**src/rtl/haze_synth.sv**
```systemverilog
// Forward atmospheric-scattering stage: I = J*t + A*(1-t) per channel, 8-bit fixed point,
// 3-stage valid/ready pipeline with frame counting and a per-frame atmospheric-light latch.
module haze_synth #(
   parameter int IMG_W = 256,
   parameter int IMG_H = 256
) (
   input  logic       i_clk,
   input  logic       i_rst,
   input  logic       i_valid,
   output logic       o_ready,
   input  logic       i_sof,
   input  logic [7:0] i_jr,
   input  logic [7:0] i_jg,
   input  logic [7:0] i_jb,
   input  logic [7:0] i_t,
   input  logic [7:0] i_ar,
   input  logic [7:0] i_ag,
   input  logic [7:0] i_ab,
   output logic       o_valid,
   input  logic       i_ready,
   output logic [7:0] o_r,
   output logic [7:0] o_g,
   output logic [7:0] o_b,
   output logic       o_sof,
   output logic       o_eof,
   output logic       o_frame_err
);

   localparam int NPIX = IMG_W * IMG_H;
   localparam int CW   = (NPIX > 1) ? $clog2(NPIX) : 1;
   localparam logic [CW-1:0] LAST = CW'(NPIX - 1);

   typedef enum logic [1:0] {IDLE, ACTIVE, DONE} state_t;

   state_t              state, state_nxt;
   logic [CW-1:0]       cnt, cnt_nxt, cnt_inc;
   logic                en, acc, err_set, px_eof;
   logic [2:0][7:0]     a_hold, a_use;

   // Stage registers, channel index 2 = red, 1 = green, 0 = blue.
   logic                v1, sof1, eof1;
   logic [2:0][7:0]     j1, a1;
   logic [7:0]          t1;
   logic [8:0]          u1;
   logic                v2, sof2, eof2;
   logic [2:0][15:0]    p2;
   logic [2:0][16:0]    q2;
   logic [2:0][7:0]     i3;

   // p + q + 128 never exceeds 65408, so bits [15:8] hold the whole rounded result.
   function automatic logic [7:0] blend(input logic [15:0] p, input logic [16:0] q);
      return 8'(({1'b0, p} + q + 17'd128) >> 8);
   endfunction

   assign en      = !o_valid || i_ready;
   assign o_ready = en;
   assign acc     = i_valid && en;
   assign cnt_inc = cnt + CW'(1);

   always_comb begin
      state_nxt = state;
      cnt_nxt   = cnt;
      err_set   = 1'b0;
      px_eof    = 1'b0;
      a_use     = a_hold;
      if (acc) begin
         if (i_sof) begin
            a_use     = {i_ar, i_ag, i_ab};
            cnt_nxt   = '0;
            state_nxt = ACTIVE;
            err_set   = (state == ACTIVE);
         end else begin
            case (state)
               IDLE: begin
                  err_set = 1'b1;
                  a_use   = '0;
               end
               ACTIVE: begin
                  cnt_nxt = cnt_inc;
                  px_eof  = (cnt_inc == LAST);
                  if (cnt_inc == LAST) state_nxt = DONE;
               end
               DONE:    err_set = 1'b1;
               default: state_nxt = IDLE;
            endcase
         end
      end
   end

   always_ff @(posedge i_clk or posedge i_rst) begin
      if (i_rst) state <= IDLE;
      else       state <= state_nxt;
   end

   always_ff @(posedge i_clk or posedge i_rst) begin
      if (i_rst) begin
         cnt         <= '0;
         a_hold      <= '0;
         o_frame_err <= 1'b0;
      end else begin
         cnt <= cnt_nxt;
         if (acc && i_sof) a_hold <= {i_ar, i_ag, i_ab};
         if (err_set) o_frame_err <= 1'b1;
      end
   end

   // Valid and framing bits move together under the global enable so bubbles propagate.
   always_ff @(posedge i_clk or posedge i_rst) begin
      if (i_rst) begin
         v1 <= 1'b0; sof1 <= 1'b0; eof1 <= 1'b0;
         v2 <= 1'b0; sof2 <= 1'b0; eof2 <= 1'b0;
         o_valid <= 1'b0; o_sof <= 1'b0; o_eof <= 1'b0;
         i3 <= '0;
      end else if (en) begin
         v1      <= acc;
         sof1    <= acc && i_sof;
         eof1    <= acc && px_eof;
         v2      <= v1;
         sof2    <= sof1;
         eof2    <= eof1;
         o_valid <= v2;
         o_sof   <= sof2;
         o_eof   <= eof2;
         for (int c = 0; c < 3; c++) i3[c] <= blend(p2[c], q2[c]);
      end
   end

   // NOTE: internal datapath registers carry no reset; their contents are only observed
   // through the valid bits, which are reset, so clearing them would buy nothing.
   always_ff @(posedge i_clk) begin
      if (en) begin
         j1 <= {i_jr, i_jg, i_jb};
         t1 <= i_t;
         u1 <= 9'd256 - {1'b0, i_t};
         a1 <= a_use;
         for (int c = 0; c < 3; c++) begin
            p2[c] <= 16'(j1[c]) * 16'(t1);
            q2[c] <= 17'(a1[c]) * 17'(u1);
         end
      end
   end

   assign o_r = i3[2];
   assign o_g = i3[1];
   assign o_b = i3[0];

endmodule

```
**config.mk**
```make
export PLATFORM = sky130hd
export DESIGN_NAME = haze_synth
export DESIGN_NICKNAME = d
export VERILOG_FILES = /design/src/rtl/haze_synth.sv
export SDC_FILE = /design/constraint.sdc
export NUM_CORES = 1
export LEC_CHECK = 0
export BUFFER_PORTS_ARGS = -buffer_cell sky130_fd_sc_hd__buf_4
export CAP_MARGIN = 20
export CORE_MARGIN = 2
export CORE_UTILIZATION = 45
export DETAILED_ROUTE_END_ITERATION = 8
export PLACE_DENSITY = 0.67
export SLEW_MARGIN = 20
export SYNTH_ARGS = -nofsm -noshare
export SYNTH_HDL_FRONTEND = slang
export SYNTH_SLANG_ARGS = --single-unit
```
**constraint.sdc**
```tcl
create_clock -name i_clk -period 5.4 [get_ports i_clk]
set_input_delay 0.27 -clock i_clk [delete_from_list [all_inputs] [get_ports i_clk]]
set_output_delay 0.27 -clock i_clk [all_outputs]
set_load 0.05 [all_outputs]
```
==> metrics.md, run 1 <==
| Metric | Value |
|---|---|
| Run status | completed |
| Detail Route Antenna Nets | 0 |
| FFs w/ async S/R, synth | 32.2% |
| Synth top area share | between 20% and 30% |
| Met3 Track Usage GR | roughly 2.1% |
| WL final | between 40 and 50 mm |
| Share of layout cells above drive strength 1 | 7.68% |
| RSZ-0062 raised after global routing | false |
| CP max FO | 24 |
| Die area | about 54000 um^2 |
| Die Y | between 200 and 250 um |
| Area leader, netlist | edfxtp_1 |
| GRT Total Usage | a little under a fifth |
| Num CTS Buffers | 28 |
| Initial core utilization | 45.4% |
| First-pass GRT wire length | just over 80 mm |
| Largest net degree at the start of global routing | approximately 160 |
| Final Non-Filler Cells | approximately 3100 |
| Top-count cell post-synth | inv_1 |
| CP startpoint kind | flip-flop |
| Die X | around 230 um |
| Most frequent cells after synthesis | 364 x inv_1, 328 x and2_1, 297 x ha_1 |
| # setup viols final | 0 |
| Post-CTS setup buffer count | 0 |
| DRC viols | 0 |
| Rows | 83 |
| Syn nets | around 2900 |
| Cells after Synth | around 2300 |
| Max Cap Violations | 0 |
| CTS H-tree depth | 1 |
| Clk sink count | roughly 240 |
| P&R area growth vs syn | 12.7% |
| Via count | approximately 16000 |
| Worst-margin pin slew | roughly 1 ns |
| Crit. Startpoint | u1[5] |
| Avg WL per Cell | approximately 16 um |
| Grt total ovfl | 0 |
| Cells after DPL | approximately 3000 |
| Post-synth EDFFs | 160 |
| Antenna cells | 0 |
| Vias in the first global route | approximately 17000 |
| Mapped cell area | roughly 23000 um^2 |
| Clk slew on worst S/H paths | 0.06 ns |
| Hold Path Class | in -> async |
| Reg2reg start | u1[5] |
| Layout Skew | a little over 0.01 ns |
| Hold WS | about 0.29 ns |
| Final worst-path cycle share | between 90% and 100% |
| Port Buffer Count | 89 |
| Worst Path Required | about 5.7 ns |
| Top Ports | 90 |
| Crit. End Element | flip-flop |
| Top post-synthesis cells by area | edfxtp_1 21%, fa_1 20%, ha_1 16% |
| Core ar. | between 50000 and 60000 um^2 |
| Root buffer cell | clkbuf_16 |
| Min Tclk post-route | 4.92 ns |
| TNS Setup | 0 ns |
| Ys Warns | 0 |
| DR iter-0 viols | 759 |
| Final Max Slew Viols | 0 |
| Vias per std cell | between 5 and 6 |
| Relative slew slack | 35.1% |
| Syn Area/Cell | a little over 10 um^2 |
| Peak Freq | roughly 200 MHz |
| Met1 usage | between 20% and 30% |
| Synth unique cells | 65 |
| Met2 usage | between 30 and 40% |
| Fin. Hold Viols | 0 |
| Clk buf depth | 3 |
| Initial antenna violation count | 0 |
| Sequential area share after synthesis | between 20% and 30% |
| Hpwl dp | 36.7 mm |
| Placer Congestion | ~0.83 |
| Final net count | 2989 |
| Gr busiest metal | met2 |
| Crit Path Category | reg -> reg |
| Clk_lat worst skew | around 0.58 ns |
| Crit path arrival time | about 5.2 ns |
| CTS tree | yes |
| Top FF cell, synth | edfxtp_1 |
| Worst R2R Path Depth | 14 |
| 1st-pass router iterations | 5 |
| Flops & latches, synth | 236 |
flip-flops by register name, indices dropped and copies added (netlist names):
name	cells
v2	1
eof2	1
state	2
u1	8
eof1	1
a_hold	24
o_b	8
t1	8
o_sof	1
p2	48
j1	24
o_g	8
a1	24
o_valid	1
q2	48
o_r	8
o_frame_err	1
sof2	1
cnt	16
sof1	1
o_eof	1
v1	1
final timing paths:
kind,end,slack [ns]
worst min-delay path,a_hold[17],0.29
worst max register to register,q2[15],0.48
worst min register to register,eof2,0.47
min in group i_clk,o_eof,0.31
worst max-delay path,q2[15],0.48
max in group asynchronous,o_g[0],4.03
cells in the final DEF, fill, tap and decap left out, types with 5 or more instances in the layout:
cell type      count
a21o_1            18
a21oi_1           75
nand2_1          155
or3_1             11
nand2b_1          16
xor2_1            19
and2_1           328
buf_4            103
inv_1            363
dlygate4sd3_1     59
xnor2_1           86
o31ai_1           15
ha_1             297
nor2_1            73
clkinv_2           5
a211oi_1           6
and3_1            13
a22o_1            27
edfxtp_1         160
a31oi_1            8
nor4_1             7
o21a_1            17
fa_1             231
dfrtp_1           76
nand3_1           22
nor2b_1           16
o41ai_1            5
nand4_1           10
clkbuf_16         29
o21ai_0           52
mux2_2            24
nor3_1            19
per-stage QoR:
stage | worst slack (ns) | cell area (um^2) | util [%]
finish | 0.481 | 26300 | 51.2
global route | 0.137 | 26300 | 51.2
CTS | 0.488 | 26300 | 51.2
detailed placement | 0.516 | 24700 | 48.2
global placement | 0.581 | 24700 | 48.2
floorplan | 1.02 | 23300 | -
worst max-delay path: stages, from the launching register on:
cell      delay [ns]
edfxtp_1        0.94
nand2_1         0.19
fa_1            0.55
fa_1            0.55
inv_1           0.05
fa_1            0.48
inv_1           0.05
fa_1            0.49
inv_1           0.05
ha_1            0.20
or3_1           0.34
o21ai_0         0.24
a21oi_1         0.13
o41ai_1         0.31
xnor2_1         0.11
metal layers:
layer / part of all wire (%) / up-vias
met3: 3.3 / 76
li1: - / 7671
met1: 42 / 7855
met5: 0 / -
met4: 2.9 / 0
met2: 52 / 232
cell type report:
cell class	instances	area (um^2)
Multi-Input combinational cell	1606	15000
Timing Repair Buffer	163	1380
Sequential cell	236	6710
Fill cell	4597	25000
Clock buffer	34	764
Clock inverter	17	199
Inverter	365	1380
Tap cell	680	851
timing repair:
item	4_1_cts	5_1_grt
endpoints found under the hold margin	103	0
hold buffers	59	0
gates resized for setup	0	0
cells by family after synthesis:
logic type	share of synthesized area, %
xor gates and xnor gates	3.95
AOI/OAI and AO/OA	7.23
adders and majority gates	35.8
buffers and inverters	6.99
muxes	1.20
DFF	28.8
and+or+nand+nor	16.1
Power of run 1 is left out: the tool's default activity adds up to more than one toggle a clock period on the data nets, which glitch-free logic cannot reach.
==> inputs of run 2 (changes only) <==
--- a/config.mk
+++ b/config.mk
@@ -8,9 +8,9 @@
 export BUFFER_PORTS_ARGS = -buffer_cell sky130_fd_sc_hd__buf_4
 export CAP_MARGIN = 20
 export CORE_MARGIN = 2
-export CORE_UTILIZATION = 45
+export CORE_UTILIZATION = 58
 export DETAILED_ROUTE_END_ITERATION = 8
-export PLACE_DENSITY = 0.67
+export PLACE_DENSITY = 0.82
 export SLEW_MARGIN = 20
 export SYNTH_ARGS = -nofsm -noshare
 export SYNTH_HDL_FRONTEND = slang
==> run 2 against run 1 <==
Effect of this change:
- routed wire length shrank 0.45%
- flip-flop and latch count is the same
- die area down 22%
- via count up 1.8%
- critical path type unchanged
- hold slack worse by 0.22 ns
==> metrics.md, run 2 (synthesis gave the netlist of run 1 again) <==
| Metric | Value |
|---|---|
| CP startpoint kind | flip-flop |
| Port Buffer Count | between 80 and 90 |
| Via count | around 16000 |
| 1st-pass router iterations | 5 |
| Initial core utilization | 58.6% |
| TNS Setup | 0 ns |
| Relative slew slack | 36.6% |
| Top Ports | 90 |
| Crit. End Element | flip-flop |
| Layout Skew | roughly 0.011 ns |
| Grt total ovfl | 0 |
| Share of layout cells above drive strength 1 | 7.71% |
| Final net count | 2991 |
| Commonest non-fill, non-tap cell in the layout | inv_1 |
| Post-Place Setup Slack | between 0.5 and 0.6 ns |
| Clk slew on worst S/H paths | 0.06 ns |
| Core ar. | 39700 um^2 |
| First-pass GRT wire length | approximately 82 mm |
| Root buffer cell | clkbuf_16 |
| Die X | just over 200 um |
| Crit path arrival time | between 5 and 6 ns |
| Die area | 41800 um^2 |
| CTS tree | yes |
| # setup viols final | 0 |
| Run status | completed |
| DR iter-0 viols | 750 |
| DRC viols | 0 |
| Worst Path Required | ~5.7 ns |
| Num CTS Buffers | 28 |
| WL final | between 40 and 50 mm |
| RSZ-0062 raised after global routing | false |
| Final worst-path cycle share | between 90 and 100% |
| Final Max Slew Viols | 0 |
| Vias in the first global route | around 17000 |
| Peak Freq | 203 MHz |
| Initial antenna violation count | 0 |
| Min Tclk post-route | 4.94 ns |
| Rows | 73 |
| Antenna cells | 0 |
| GRT Total Usage | 24.2% |
| Detail Route Antenna Nets | 0 |
| Clk buf depth | 3 |
| Clk sink count | roughly 240 |
| Biggest regs | p2 x48, q2 x48 |
| Hold Path Class | in -> reg |
| Util after Layout | about two thirds |
| Hpwl dp | roughly 36 mm |
| Most frequent cells in the layout | 363 x inv_1, 328 x and2_1, 297 x ha_1, 231 x fa_1, 160 x edfxtp_1 |
| Largest net degree at the start of global routing | 82 |
| CTS H-tree depth | 1 |
| Die Y | between 200 and 250 um |
| Max Cap Violations | 0 |
| Worst setup margin | 0.463 ns |
| P&R area growth vs syn | 11.6% |
| Post_cts resized | 0 |
| Vias per std cell | roughly 5.5 |
| CP max FO | 24 |
| Clk_lat worst skew | approximately 0.56 ns |
| Worst-margin pin slew | about 0.95 ns |
| Avg WL per Cell | about 16 um |
| Placer Congestion | around 0.87 |
| Fin. Hold Viols | 0 |
| Crit Path Category | reg -> reg |
[run 2: cell types whose count changed in the layout (fill, tap and decap cells not counted), moves of 2 or more]
| cell | previous run | this run |
|---|---|---|
| buf_4 | 103 | 105 |
| bufinv_16 | 4 | 1 |
| clkbuf_1 | 3 | 8 |
| clkinv_1 | 3 | 1 |
| clkinv_2 | 5 | 8 |
| clkinvlp_4 | 4 | 1 |
| inv_6 | 2 | 0 |
[run 2: repair_timing]
item,in CTS,in global routing
setup buffers,0,0
hold buffers,57,1
endpoints found under the hold margin,70,31
[run 2: stage by stage]
stage                     std cells  hold WS [ns]  area, um^2
after floorplan                2273         0.369       23300
after global placement         2839         0.448       24500
after detailed placement       2839         0.449       24500
after CTS                      2948        0.0365       26000
after global routing           2949        0.0777       26000
final                          2949        0.0678       26000
[run 2: per-layer routing]
metal  up-vias  track usage [%]  share of wire [%]
met2       341             43.8                 52
met5         -                0                  0
met3       113             2.60                3.7
met1      7975             29.5                 41
met4         0             9.39                3.6
li1       7683                -                  -
[run 2: layout make-up]
cell class,instances,area [um^2]
Fill cell,2968,13700
Clock inverter,12,91.3
Multi-Input combinational cell,1606,15000
Sequential cell,236,6710
Clock buffer,40,797
Timing Repair Buffer,165,1400
Tap cell,525,657
Inverter,365,1380
[run 2: path summary, 6_finish.rpt]
kind	to	startpoint	slack [ns]	cells past startpoint
setup / recovery	p2[31]	t1[5]	0.46	14
hold / removal	v1	i_valid	0.07	3
setup reg to reg	p2[31]	t1[5]	0.46	14
hold reg to reg	v2	v2	0.46	2
max in group asynchronous	a_hold[21]	i_rst	4.36	4
min in group asynchronous	o_frame_err	i_rst	0.46	4
[run 2: worst max-delay path, stage by stage (launching register included)]
cell and delay, ns:
edfxtp_1 0.88, and2_1 0.27, fa_1 0.42, fa_1 0.49
fa_1 0.49, inv_1 0.05, fa_1 0.47, inv_1 0.04
ha_1 0.33, or3_1 0.39, o21ai_0 0.08, a21oi_1 0.08
a211oi_1 0.38, a21oi_1 0.16, xnor2_1 0.15
Power of run 2 is left out for the same reason.
